==> src/rtl/lsu_align.sv <==
// Load/store alignment unit: turns byte-addressed, sized accesses into word accesses with
// byte-lane enables, splits accesses that straddle a word boundary into two memory cycles,
// and rebuilds right-justified, extended load results from the returned lanes.
module lsu_align #(
    parameter int ADDR_WIDTH = 11,
    parameter int DATA_WIDTH = 32
) (
    input  logic                  i_clk,
    input  logic                  i_rst_n,
    input  logic                  i_valid,
    output logic                  o_ready,
    input  logic                  i_load,
    input  logic                  i_store,
    input  logic [1:0]            i_size,
    input  logic                  i_unsigned,
    input  logic [ADDR_WIDTH+1:0] i_baddr,
    input  logic [DATA_WIDTH-1:0] i_wdata,
    output logic [ADDR_WIDTH-1:0] o_addr,
    output logic [DATA_WIDTH-1:0] o_wdata,
    output logic                  o_we,
    output logic [3:0]            o_mem_type,
    input  logic [DATA_WIDTH-1:0] i_rdata,
    output logic                  o_ld_valid,
    output logic [DATA_WIDTH-1:0] o_ld_data
);

    typedef enum logic [0:0] {StIdle, StSecond} state_e;

    state_e                r_state, w_state_nxt;

    // Captured second half of a split access
    logic [ADDR_WIDTH-1:0] r_addr2;
    logic [3:0]            r_mask2;
    logic [31:0]           r_wdata2;
    logic                  r_we2;
    logic [1:0]            r_off;
    logic [1:0]            r_size;
    logic                  r_uns;

    // Load tracking: r_lo = low word of a split load returns this cycle,
    // r_fin = final word returns this cycle and the result is produced
    logic                  r_lo;
    logic [31:0]           r_rlo;
    logic                  r_fin;
    logic                  r_fin_split;
    logic [1:0]            r_fin_off;
    logic [1:0]            r_fin_size;
    logic                  r_fin_uns;

    logic [1:0]            w_off;
    logic [3:0]            w_base;
    logic [7:0]            w_m8;
    logic [63:0]           w_w64;
    logic                  w_op;
    logic                  w_load;
    logic                  w_split;
    logic                  w_accept;
    logic [ADDR_WIDTH-1:0] w_addr1;
    logic [63:0]           w_r64;
    logic [31:0]           w_v;
    logic                  w_fill;

    // Request decode: lane mask and shifted data spanning up to two words
    always_comb begin
        w_off = i_baddr[1:0];
        unique case (i_size)
            2'b00:   w_base = 4'b0001;
            2'b01:   w_base = 4'b0011;
            default: w_base = 4'b1111;
        endcase
        w_m8     = {4'b0000, w_base} << w_off;
        w_w64    = {32'b0, i_wdata} << {w_off, 3'b000};
        w_op     = i_valid & (i_load | i_store);
        w_load   = i_load & ~i_store;
        w_split  = w_op & (|w_m8[7:4]);
        w_accept = (r_state == StIdle) & w_op;
        w_addr1  = i_baddr[ADDR_WIDTH+1:2];
    end

    // Next state and memory request outputs; everything forced low while in reset
    always_comb begin
        w_state_nxt = r_state;
        o_addr      = '0;
        o_wdata     = '0;
        o_we        = 1'b0;
        o_mem_type  = 4'b0000;
        case (r_state)
            StIdle: begin
                if (w_op) begin
                    o_addr     = w_addr1;
                    o_wdata    = w_w64[31:0];
                    o_we       = i_store;
                    o_mem_type = w_m8[3:0];
                    if (w_split) begin
                        w_state_nxt = StSecond;
                    end
                end
            end
            StSecond: begin
                o_addr      = r_addr2;
                o_wdata     = r_wdata2;
                o_we        = r_we2;
                o_mem_type  = r_mask2;
                w_state_nxt = StIdle;
            end
        endcase
        if (!i_rst_n) begin
            o_addr     = '0;
            o_wdata    = '0;
            o_we       = 1'b0;
            o_mem_type = 4'b0000;
        end
    end

    assign o_ready = (r_state == StIdle);

    // State register and capture of the second half of a split access
    always_ff @(posedge i_clk or negedge i_rst_n) begin
        if (!i_rst_n) begin
            r_state  <= StIdle;
            r_addr2  <= '0;
            r_mask2  <= '0;
            r_wdata2 <= '0;
            r_we2    <= 1'b0;
            r_off    <= '0;
            r_size   <= '0;
            r_uns    <= 1'b0;
        end else begin
            r_state <= w_state_nxt;
            if (w_accept && w_split) begin
                r_addr2  <= w_addr1 + 1'b1;
                r_mask2  <= w_m8[7:4];
                r_wdata2 <= w_w64[63:32];
                r_we2    <= i_store;
                r_off    <= w_off;
                r_size   <= i_size;
                r_uns    <= i_unsigned;
            end
        end
    end

    // Load tracking kept separate from the request FSM so a new op can overlap a split result
    always_ff @(posedge i_clk or negedge i_rst_n) begin
        if (!i_rst_n) begin
            r_lo        <= 1'b0;
            r_rlo       <= '0;
            r_fin       <= 1'b0;
            r_fin_split <= 1'b0;
            r_fin_off   <= '0;
            r_fin_size  <= '0;
            r_fin_uns   <= 1'b0;
        end else begin
            r_lo <= w_accept & w_load & w_split;
            if (r_lo) begin
                r_rlo <= i_rdata;
            end
            if (w_accept && w_load && !w_split) begin
                r_fin       <= 1'b1;
                r_fin_split <= 1'b0;
                r_fin_off   <= w_off;
                r_fin_size  <= i_size;
                r_fin_uns   <= i_unsigned;
            end else if (r_lo) begin
                r_fin       <= 1'b1;
                r_fin_split <= 1'b1;
                r_fin_off   <= r_off;
                r_fin_size  <= r_size;
                r_fin_uns   <= r_uns;
            end else begin
                r_fin <= 1'b0;
            end
        end
    end

    // Load result: join words, shift the addressed bytes down, then extend
    always_comb begin
        w_r64 = r_fin_split ? {i_rdata, r_rlo} : {32'b0, i_rdata};
        w_v   = 32'(w_r64 >> {r_fin_off, 3'b000});
        w_fill = 1'b0;
        o_ld_data = '0;
        unique case (r_fin_size)
            2'b00: begin
                w_fill    = ~r_fin_uns & w_v[7];
                o_ld_data = {{24{w_fill}}, w_v[7:0]};
            end
            2'b01: begin
                w_fill    = ~r_fin_uns & w_v[15];
                o_ld_data = {{16{w_fill}}, w_v[15:0]};
            end
            default: o_ld_data = w_v;
        endcase
        if (!r_fin) begin
            o_ld_data = '0;
        end
    end

    assign o_ld_valid = r_fin;

endmodule

==> config.mk <==
export PLATFORM = sky130hd
export DESIGN_NAME = lsu_align
export DESIGN_NICKNAME = d
export VERILOG_FILES = /design/src/rtl/lsu_align.sv
export SDC_FILE = /design/constraint.sdc
export NUM_CORES = 1
export LEC_CHECK = 0
export CAP_MARGIN = 20
export CORE_AREA = 2 2 180 94
export CTS_CLUSTER_SIZE = 12
export DETAILED_ROUTE_END_ITERATION = 12
export DIE_AREA = 0 0 182 96
export PLACE_DENSITY = 0.77
export REMOVE_ABC_BUFFERS = 1
export SYNTH_ARGS = -nofsm -noshare
export SYNTH_HDL_FRONTEND = slang
export SYNTH_SLANG_ARGS = --single-unit
==> constraint.sdc <==
create_clock -name i_clk -period 4.8 [get_ports i_clk]
set_input_delay 0.48 -clock i_clk [delete_from_list [all_inputs] [get_ports i_clk]]
set_output_delay 0.48 -clock i_clk [all_outputs]
set_load 0.02 [all_outputs]
Yosys cells after proc, flatten, opt, wreduce, memory -nomap -nowiden
Index checks and enable logic that the tools add are counted.

Bits in registers: 94. Output and inout bits: 82.

Add/subtract/negate cells: 1. Equality and inequality tests: 2. Shifts and indexed selects: 3. Muxes and demuxes: 29. Bitwise logic cells: 12. Reduce and logical (&&, ||, !) cells: 8.

Operators with widths (count): 32-bit one-hot mux with 2 select lines (2); 32-bit 2-to-1 mux (3); 64-bit 2-to-1 mux (1); 32-bit by 5-bit << shifter with 64-bit output (1); 64-bit by 5-bit right shift with 32-bit output (1); 11-bit 2-to-1 mux (2); 11-bit one-hot mux with 2 select lines (1); 4-bit one-hot mux with 2 select lines (2); 11-bit by 1-bit adder with 11-bit output, second input constant (1); 1-bit 2-to-1 mux (10); 1-bit bitwise AND (8); 2-bit 2-to-1 mux (4); 4-bit 2-to-1 mux (2); 4-bit by 2-bit << shifter with 8-bit output (1); 2-bit by 1-bit equality test with 1-bit output, second input constant (2); 2-bit zero test (2); 1-bit one-hot mux with 2 select lines (2); 4-bit OR reduction (1); 1-bit logical AND (3); 1-bit inverter (3); 2-bit nonzero test (1); 1-bit zero test (1); 1-bit bitwise OR (1).

Logic depth before layout (Yosys ltp)
Gate-level depths: netlist of the first run.

Word-level depth: 8. Depth in mapped cells: 7. Mapped depth without buffers: 5.

Worst setup path after synthesis of the first run
OpenSTA, ideal clock, no wires.

Kind: input port to output port. From: input port i_baddr[0]. To: output port o_wdata[27]. Data arrival time: 1.822 ns. Setup slack: 2.498 ns. Stages on the path: 5. Buffers on the path: 3. Path through: buf_2 buf_2 buf_2 mux2i_1 a211oi_1.

Word-level cells in the longest chain between the ends: 4.

Ends and longest elaborated chain: start: declaration (line 16) `input logic [ADDR_WIDTH+1:0] i_baddr,`; 32-bit by 5-bit << shifter with 64-bit output (line 72) `w_w64 = {32'b0, i_wdata} << {w_off, 3'b000};`; 32-bit 2-to-1 mux (line 89) `if (w_op) begin`; 32-bit one-hot mux with 2 select lines (line 87) `case (r_state)`; 32-bit 2-to-1 mux (line 107) `if (!i_rst_n) begin`; end: declaration (line 19) `output logic [DATA_WIDTH-1:0] o_wdata,`.

No other way between the ends.

Worst setup path in the final report of the first run
From: input port i_valid. To: output port o_wdata[7].

Word-level cells in the longest chain between the ends: 4.

Ends and longest elaborated chain: start: declaration (line 10) `input logic i_valid,`; 1-bit bitwise AND (line 73) `w_op = i_valid & (i_load | i_store);`; 32-bit 2-to-1 mux (line 89); 32-bit one-hot mux with 2 select lines (line 87); 32-bit 2-to-1 mux (line 107).

No other way between the ends.

==> results.json, run 1 <==
{
  "io_pins": 167,
  "grt_pass1_vias": 5212,
  "powerDensity_nw_per_um2": 367.7,
  "worst_ep_required_time_ns": 4.32,
  "synth_cell_types": 51,
  "synth-adder-area-share": 0.002010,
  "fmax_ghz": 0.2704,
  "core_area_sq_um": 15940,
  "synthMuxAreaShare": 0.2741,
  "crit_top_cell": "clkdlybuf4s50_1",
  "rows": 33,
  "clk_pin_slew_ns": 0.07,
  "area_growth_pct": 31.15,
  "maxCapViolCount": 0,
  "ys_seq_elements": 85,
  "grt_max_degree": 47,
  "syn_area_per_cell_sq_um": 9.698,
  "syn_inst": 642,
  "fin_tns_setup_ns": 0,
  "path_buf_inv": 2,
  "p_leak_nw": 3.239,
  "clock_sinks": 85,
  "layout-drive-gt1-share": 0.1637,
  "multi_input_area_sq_um": 3709,
  "dp_hpwl_mm": 13.29,
  "period_needed_ns": 3.698,
  "status": "finished, final reports clean",
  "path_delay_family": "buffers and inverters",
  "combPwrFrac": 0.418,
  "cp_max_fo": 10,
  "crit_arrival_ns": 3.22,
  "wl_mm": 18.62,
  "gp_congestion": 0.8238,
  "finalSetupViolCount": 0,
  "regArea_sq_um": 2131,
  "power_mw": 3.002,
  "clockBufferDepth": 2,
  "yosys_warnings": 0,
  "dieArea_sq_um": 17470,
  "tightest_slew_ns": 1.032,
  "grt-ovfl-total": 0,
  "seq_power_share": 0.360,
  "post_drt_via_cell_ratio": 5.672,
  "cpMaxStageDelayCell": "nor2_2",
  "ctsResizeCount": 0,
  "clkPwrFrac": 0.222,
  "wl_per_cell_um": 18.77,
  "critPathMaxStageDelay_ns": 0.62,
  "htree_levels": 3,
  "cts_buffers": 9,
  "path_class": "in -> out",
  "drcViolationCount": 0,
  "worstSetupEndpointType": "output port",
  "grt_pass1_wl_mm": 28.97,
  "clock_latency_ns": 0.34,
  "synth-compound-area-share": 0.1943,
  "syn_area_sq_um": 6226,
  "nets": 863,
  "peakVddDrop_mv": 0.1728,
  "min_path_type": "in -> async",
  "grt_usage": 0.2105,
  "slew_viol_final": 0,
  "switching_share": 0.3736,
  "intPower_mw": 1.881,
  "synth_top_family_by_area": "multiplexers",
  "postRouteAntennaNets": 0,
  "cts_tree": "yes",
  "yosys.area_share.simple": 0.1115,
  "die_y_um": 96,
  "dr_total_vias": 5627,
  "fin_crit_sh": 0.7705,
  "io_buffers": 166,
  "p_sw_mw": 1.122,
  "skew_ns": 0.01047,
  "final_hold_viol_count": 0,
  "post-cts-setup-buffers": 0,
  "slew_headroom": 0.3118,
  "root_buffer": "clkbuf_16",
  "antenna_found_initial": 0,
  "fillerInstances": 1444,
  "cts_hold_buffers": 0,
  "seq_area_frac_synth": 0.3416,
  "antenna_cells": 0,
  "path_cells": "clkdlybuf4s50_1, nor2b_1, o2111ai_1, nor2_2, a22o_1, clkdlybuf4s50_1",
  "synthXorXnorAreaFrac": 0.01266,
  "yosysTopAreaCell": "dfrtp_1",
  "drt_pass1_iterations": 5,
  "drt-initial-drc-count": 411,
  "async_flop_share": 1.000,
  "synth_enable_flop_cells": 0,
  "cp-start-kind": "input pin",
  "yosysTopAreaCellShare": 0.3416,
  "rsz0062_at_grt": "false",
  "synthTopCellsByArea": "dfrtp_1 (34%), mux2i_1 (11%), mux2_2 (9.8%)",
  "start_util": 0.3906,
  "synthFlopType": "dfrtp_1",
  "die_width_um": 182
}
==> layout by cell type, fill, tap and decap left out, types with 3 or more instances in the layout <==
cell type	Yosys	routed
clkdlybuf4s50_1	0	164
a22o_1	18	18
nand2b_1	10	10
mux2_2	54	54
nand3_1	21	21
nand2_1	55	55
clkbuf_16	0	9
o21a_1	9	9
or2b_1	3	3
nand2b_2	4	4
xnor2_1	9	9
nor2_1	32	31
mux2i_1	67	67
o21ai_0	92	92
buf_4	3	14
dfrtp_2	0	3
a21boi_0	7	7
a21oi_1	31	31
a21oi_2	10	10
nor2b_1	5	5
dfrtp_1	85	82
inv_1	8	8
nor3_1	3	3
mux4_2	14	14
o21ai_1	9	8
a211oi_1	8	8
mux2_1	10	10
clkinvlp_4	0	3
==> worst reg2reg max path: cells and delay by family (launching register included) <==
kind,cells,cell delay [ns]
DFF,1,0.41
buffers and inverters,1,0.26
muxes,1,0.47
and+or+nand+nor,2,0.91
AOI/OAI and AO/OA,1,0.22
==> layer usage <==
metal	global-route usage	part of all wire	vias up
met5	0	0	-
met4	0.03360	0.0049	0
met3	0.04654	0.087	10
met2	0.2831	0.39	255
met1	0.3392	0.52	2738
li1	-	-	2624
==> power groups by stage <==
stage	clock network (mW)	logic [mW]	registers, mW
floorplan	0	0.823	1.06
global placement	0	1.23	1.08
detailed placement	0	1.25	1.09
CTS	0.691	1.26	1.07
global route	0.723	1.37	1.10
finish	0.666	1.26	1.08
==> path summary, 6_finish.rpt <==
kind | cells after the start | slack [ns] | from | end
worst max-delay path | 6 | 1.10 | i_valid | o_wdata[7]
worst min-delay path | 1 | 0.03 | i_rst_n | r_wdata2[0]
worst max register to register | 5 | 2.42 | r_state | r_addr2[4]
worst min register to register | 1 | 0.49 | r_mask2[0] | r_mask2[0]
max in group asynchronous | 3 | 3.49 | i_rst_n | r_lo
min in group i_clk | 1 | 0.49 | r_mask2[0] | r_mask2[0]
==> state kept, by name, indices dropped and copies added, names as in the netlist, 2 cells and up <==
| name | cells |
|---|---|
| r_rlo | 32 |
| r_addr2 | 11 |
| r_fin_size | 2 |
| r_mask2 | 3 |
| r_fin_off | 2 |
| r_size | 2 |
| r_off | 2 |
| r_wdata2 | 24 |
==> layout make-up <==
cell class | instances | share of cell area
clock buffer | 9 | 0.02758
clock inverter | 7 | 0.006895
inverter | 8 | 0.003678
multi-input combinational | 494 | 0.4542
sequential | 85 | 0.2610
tap | 210 | 0.03218
timing repair buffer | 179 | 0.2145
==> cells by family after synthesis <==
kind of cell    Yosys count
buf+inv                  63
simple gates            144
xor+xnor                  9
compound gates          195
fa+ha+maj                 1
flops                    85
mux                     145
==> through the flow <==
step,setup WS (ns),instances,cell area [sq um],hold WS [ns],utilization
6_report,1.102,992,8165,0.03051,0.5123
5_1_grt,0.9049,992,8165,0.03844,0.5123
4_1_cts,1.087,992,8165,0.02920,0.5123
3_5_place_dp,1.111,976,7884,0.3977,0.4947
3_3_place_gp,1.181,976,7884,0.4031,0.4947
2_1_floorplan,0.9400,587,5859,0.1844,-
==> Yosys cell counts (all sizes together) (2+ instances only) <==
cell / n
xnor2: 9
nand2b: 14
inv: 8
nor3: 3
mux2i: 67
a21o: 2
a21oi: 41
mux4: 14
a21boi: 7
a22o: 18
dfrtp: 85
mux2: 64
o21ai: 101
nor2b: 5
nand3: 21
or2: 2
a211oi: 8
or2b: 3
buf: 28
nand4: 2
a2bb2oi: 2
nand2: 55
clkbuf: 27
nor2: 33
o21a: 9
a22oi: 2
Note: power is estimated with default switching activity, not from simulation.
==> run 2: changes to the inputs <==
==> constraint.sdc (replaced) <==
create_clock -name i_clk -period 3.45 [get_ports i_clk]
set_input_delay 0.345 -clock i_clk [delete_from_list [all_inputs] [get_ports i_clk]]
set_output_delay 0.345 -clock i_clk [all_outputs]
set_load 0.02 [all_outputs]
==> run 2 against run 1 <==
Effect of this change: critical path depth fell by 1; setup slack worse by 0.90 ns; cell count is 0.71% higher; largest power group unchanged; via count rose by 0.84%.
==> results.json, run 2 (synthesized netlist as in run 1, its figures left out) <==
{
  "status": "finished, final reports clean",
  "antenna_found_initial": 0,
  "clk_pin_slew_ns": 0.07,
  "combPwrFrac": 0.435,
  "drcViolationCount": 0,
  "io_buffers": 166,
  "path_cells": "mux2_2, a2bb2oi_2, and4b_1, o21a_1, clkdlybuf4s50_1",
  "dieArea_sq_um": 17470,
  "skew_ns": 0.006997,
  "cp_max_fo": 16,
  "r2r-start": "r_state",
  "cpMaxStageDelayCell": "dfrtp_2",
  "antenna_cells": 0,
  "io_pins": 167,
  "cp-start-kind": "flop",
  "fin_ws_ns": 0.2015,
  "path_class": "reg -> out",
  "start_util": 0.3906,
  "final_hold_viol_count": 0,
  "nets": 870,
  "grt_usage": 0.2153,
  "wl_per_cell_um": 18.96,
  "dp_slack_ns": 0.4080,
  "grt_pass1_wl_mm": 29.47,
  "area_growth_pct": 32.78,
  "min_path_type": "in -> async",
  "clock_latency_ns": 0.33,
  "period_needed_ns": 3.248,
  "ctsResizeCount": 0,
  "r2r_end": "r_addr2[4]",
  "post_drt_via_cell_ratio": 5.680,
  "fin_tns_setup_ns": 0,
  "critPathMaxStageDelay_ns": 0.65,
  "root_buffer": "clkbuf_16",
  "fillerInstances": 1452,
  "grt_pass1_vias": 5247,
  "worstSetupEndpointType": "output port",
  "gp_congestion": 0.8550,
  "post-cts-setup-buffers": 0,
  "final_common_cell": "clkdlybuf4s50_1",
  "core_area_sq_um": 15940,
  "r2r_setup_slack_ns": 1.14,
  "largest_reg_flops": 32,
  "grt_max_degree": 50,
  "maxCapViolCount": 0,
  "powerDensity_nw_per_um2": 516.4,
  "p_leak_nw": 3.297,
  "final_cell_mix": "clkdlybuf4s50_1 (164), o21ai_0 (92), dfrtp_1 (82)",
  "largest-register": "r_rlo",
  "cts_tree": "yes",
  "intPower_mw": 2.713,
  "p_sw_mw": 1.555,
  "clockBufferDepth": 2,
  "fmax_ghz": 0.3078,
  "rr_worst_depth": 5,
  "switching_share": 0.3643,
  "crit_arrival_ns": 2.90,
  "worst_ep_required_time_ns": 3.11,
  "wl_mm": 18.94,
  "finalSetupViolCount": 0,
  "peakVddDrop_mv": 0.2840,
  "drt-initial-drc-count": 427,
  "cts_buffers": 9,
  "cts_hold_buffers": 1,
  "slew_headroom": 0.3244,
  "rows": 33,
  "fin_crit_sh": 0.9416,
  "reg_top3": "r_rlo (32), r_wdata2 (24), r_addr2 (11)",
  "htree_levels": 3,
  "die_width_um": 182,
  "dr_total_vias": 5674,
  "dp_hpwl_mm": 13.46,
  "seq_power_share": 0.339,
  "layout-drive-gt1-share": 0.1686,
  "die_y_um": 96,
  "grt-ovfl-total": 0,
  "clkPwrFrac": 0.226,
  "postRouteAntennaNets": 0,
  "slew_viol_final": 0,
  "rsz0062_at_grt": "false",
  "drt_pass1_iterations": 5,
  "clock_sinks": 85,
  "tightest_slew_ns": 1.013
}
==> run 2: changes by cell type in the layout (fill, tap and decap cells not counted) <==
cell	change
buf_12	+3
buf_4	+3
clkinv_2	+2
clkinvlp_4	-2
bufinv_16	+1
clkbuf_1	+1
dlygate4sd3_1	+1
inv_6	-1
inv_8	-1
==> run 2: cell type report <==
| type | instances | area [sq um] | share of cell area |
|---|---|---|---|
| clock buffer | 10 | 229.0 | 0.02770 |
| clock inverter | 6 | 61.31 | 0.007416 |
| inverter | 8 | 30.03 | 0.003633 |
| multi-input combinational | 494 | 3709 | 0.4486 |
| sequential | 85 | 2131 | 0.2578 |
| tap | 210 | 262.8 | 0.03178 |
| timing repair buffer | 186 | 1844 | 0.2231 |
==> run 2: how the worst max path moves through the flow <==
stage | slack, ns | depth (start not counted) | startpoint | end
finish | 0.20 | 5 | r_fin_off[0] | o_ld_data[15]
global placement | 0.43 | 6 | i_valid | o_mem_type[2]
CTS | 0.20 | 8 | i_rst_n | o_wdata[23]
floorplan | -0.27 | 4 | r_fin_off[0] | o_ld_data[16]
global route | 0.04 | 8 | i_rst_n | o_mem_type[2]
detailed placement | 0.41 | 6 | i_valid | o_mem_type[2]
==> run 2: power groups by stage <==
stage	Clock (mW)	Combinational [mW]	Sequential, mW
after floorplan	0	1.14	1.48
after global placement	0	1.82	1.45
after detailed placement	0	1.84	1.46
after CTS	1.01	1.85	1.44
after global routing	1.04	2.01	1.48
final	0.966	1.85	1.45
==> run 2: layer usage <==
layer	global-route usage	part of all wire	vias up
met5	0	0	-
met3	0.05297	0.087	8
met4	0.03293	0.0039	0
met1	0.3476	0.52	2787
met2	0.2844	0.39	255
li1	-	-	2624
==> run 2: critical path: cells and delay by family (launching register included) <==
family,cells,cell delay (ns)
compound gates,2,0.45
buf+inv,1,0.62
flops,1,0.65
mux,1,0.28
simple gates,1,0.57
==> run 2: metrics by stage <==
step	hold WS (ns)	util	instance area (sq um)	std cells	power, mW
after floorplan	0.04941	-	5859	587	2.622
after global placement	0.2641	0.4998	7966	982	3.269
after CTS	0.4521	0.5187	8267	999	4.296
after detailed placement	0.2581	0.4998	7966	982	3.299
final	0.4580	0.5187	8267	999	4.269
after global routing	0.4693	0.5187	8267	999	4.532
==> run 3: changes to the inputs <==
--- a/config.mk
+++ b/config.mk
@@ -6,10 +6,10 @@
 export NUM_CORES = 1
 export LEC_CHECK = 0
 export CAP_MARGIN = 20
-export CORE_AREA = 2 2 180 94
+export CORE_AREA = 4 4 182 96
 export CTS_CLUSTER_SIZE = 12
 export DETAILED_ROUTE_END_ITERATION = 12
-export DIE_AREA = 0 0 182 96
+export DIE_AREA = 0 0 186 100
 export PLACE_DENSITY = 0.77
 export REMOVE_ABC_BUFFERS = 1
 export SYNTH_ARGS = -nofsm -noshare
==> run 3 against run 2 <==
Effect of this change: sequential cell count did not move; non-clock buffer count rose by 6; sequential share of layout area fell by 0.13 points; total power rose by 0.85%; utilization rose by 0.23 points; count of clock-buffer cells in the layout is 1 lower; highest routed layer is now met5.
==> results.json, run 3 (synthesized netlist as in run 1, its figures left out) <==
{
  "status": "finished, final reports clean",
  "cp_max_fo": 18,
  "gp_congestion": 0.8202,
  "worstSetupEndpointType": "output port",
  "peakVddDrop_mv": 0.2232,
  "die_width_um": 186,
  "postRouteAntennaNets": 0,
  "finalSetupViolCount": 0,
  "r2r-start": "r_state",
  "ctsResizeCount": 0,
  "tightest_slew_ns": 0.9785,
  "cts_hold_buffers": 0,
  "wl_mm": 19.50,
  "grt_pass1_vias": 5573,
  "antenna_cells": 0,
  "combPwrFrac": 0.440,
  "p_sw_mw": 1.576,
  "final_cell_mix": "clkdlybuf4s50_1 (164), o21ai_0 (92), dfrtp_1 (83)",
  "worst_ep_required_time_ns": 3.11,
  "start_util": 0.3906,
  "fmax_ghz": 0.3095,
  "placed_cell_area_sq_um": 8005,
  "seq_power_share": 0.331,
  "intPower_mw": 2.729,
  "clk_pin_slew_ns": 0.06,
  "grt_usage": 0.2089,
  "wl_per_cell_um": 19.40,
  "dp_slack_ns": 0.3912,
  "cts_buffers": 9,
  "r2r_end": "r_wdata2[3]",
  "antenna_found_initial": 1,
  "clkPwrFrac": 0.229,
  "clock_sinks": 85,
  "largest_reg_flops": 32,
  "cts_tree": "yes",
  "placed_cells": 989,
  "final_cells": 1005,
  "final_common_cell": "clkdlybuf4s50_1",
  "nets": 876,
  "cp-start-kind": "flop",
  "fin_crit_sh": 0.9365,
  "slew_headroom": 0.3477,
  "clock_latency_ns": 0.33,
  "grt_max_degree": 56,
  "layout-drive-gt1-share": 0.1761,
  "fillerInstances": 1443,
  "slew_viol_final": 0,
  "rr_worst_depth": 5,
  "period_needed_ns": 3.231,
  "rows": 33,
  "fin_ws_ns": 0.2190,
  "fin_area_sq_um": 8303,
  "drt_pass1_iterations": 5,
  "power_mw": 4.305,
  "area_growth_pct": 33.36,
  "r2r_setup_slack_ns": 1.11,
  "reg_top3": "r_rlo (32), r_wdata2 (24), r_addr2 (11)",
  "dr_total_vias": 5653,
  "post_drt_via_cell_ratio": 5.625,
  "p_leak_nw": 3.326,
  "post-cts-setup-buffers": 0,
  "htree_levels": 3,
  "drt-initial-drc-count": 460,
  "crit_arrival_ns": 2.89,
  "powerDensity_nw_per_um2": 518.5,
  "root_buffer": "clkbuf_16",
  "rsz0062_at_grt": "false",
  "drcViolationCount": 0,
  "final_hold_viol_count": 0,
  "maxCapViolCount": 0,
  "switching_share": 0.3660,
  "io_buffers": 166,
  "largest-register": "r_rlo",
  "min_path_type": "in -> async",
  "dieArea_sq_um": 18600,
  "dp_hpwl_mm": 14.19,
  "die_y_um": 100,
  "path_class": "reg -> out",
  "grt_pass1_wl_mm": 31.22,
  "clockBufferDepth": 2,
  "fin_util": 0.5210,
  "io_pins": 167,
  "skew_ns": 0.005779,
  "grt-ovfl-total": 0,
  "core_area_sq_um": 15940
}
[run 3: changes by cell type in the layout (fill, tap and decap cells not counted), sizes merged]
cell / previous run / this run
clkbuf: 10 / 9
clkinvlp: 1 / 2
clkinv: 3 / 2
buf: 21 / 28
dlygate4sd3: 1 / 0
inv: 9 / 10
[run 3: how the worst max path moves through the flow]
stage	start	end	slack, ns	cells past startpoint
2_1_floorplan	r_fin_off[0]	o_ld_data[16]	-0.27	4
6_report	r_fin_off[0]	o_ld_data[31]	0.22	5
4_1_cts	r_fin_off[0]	o_ld_data[31]	0.23	5
3_5_place_dp	i_valid	o_mem_type[2]	0.39	6
5_1_grt	r_fin_off[0]	o_ld_data[13]	0.11	5
3_3_place_gp	i_valid	o_mem_type[2]	0.43	6
[run 3: per-layer routing]
metal	GRT usage	part of all wire	wire length [um]
met5	0	0.00067	13
met4	0.02854	0.0050	97
met3	0.06227	0.085	1652
met2	0.2806	0.40	7712
met1	0.3344	0.51	10020
[run 3: worst max-delay path, cell delays in order, from the launching register on]
cell	delay (ns)
dfrtp_2	0.68
mux2_2	0.40
a221o_1	0.42
nand4_4	0.32
a21oi_1	0.16
clkdlybuf4s50_1	0.56
[run 3: cell type report]
class / instances / area [sq um] / area share
Clock inverter: 7 / 72.57 / 0.008740
Inverter: 8 / 30.03 / 0.003617
Clock buffer: 9 / 225.2 / 0.02712
Tap cell: 210 / 262.8 / 0.03165
Sequential cell: 85 / 2130 / 0.2565
Timing Repair Buffer: 192 / 1874 / 0.2257
Multi-Input combinational cell: 494 / 3709 / 0.4467
[run 3: power groups by stage]
stage          Sequential, mW  Combinational (mW)  Clock, mW
5_1_grt                  1.46                2.06       1.06
6_report                 1.42                1.90      0.985
3_5_place_dp             1.44                1.88          0
3_3_place_gp             1.43                1.85          0
4_1_cts                  1.42                1.89       1.01
2_1_floorplan            1.48                1.14          0
[run 3: per-stage QoR]
step                      hold slack, ns  TNS, ns
after CTS                        0.06128        0
final                            0.05064        0
after global placement            0.4200        0
after global routing             0.08981        0
after floorplan                  0.04941   -3.339
after detailed placement          0.4238        0
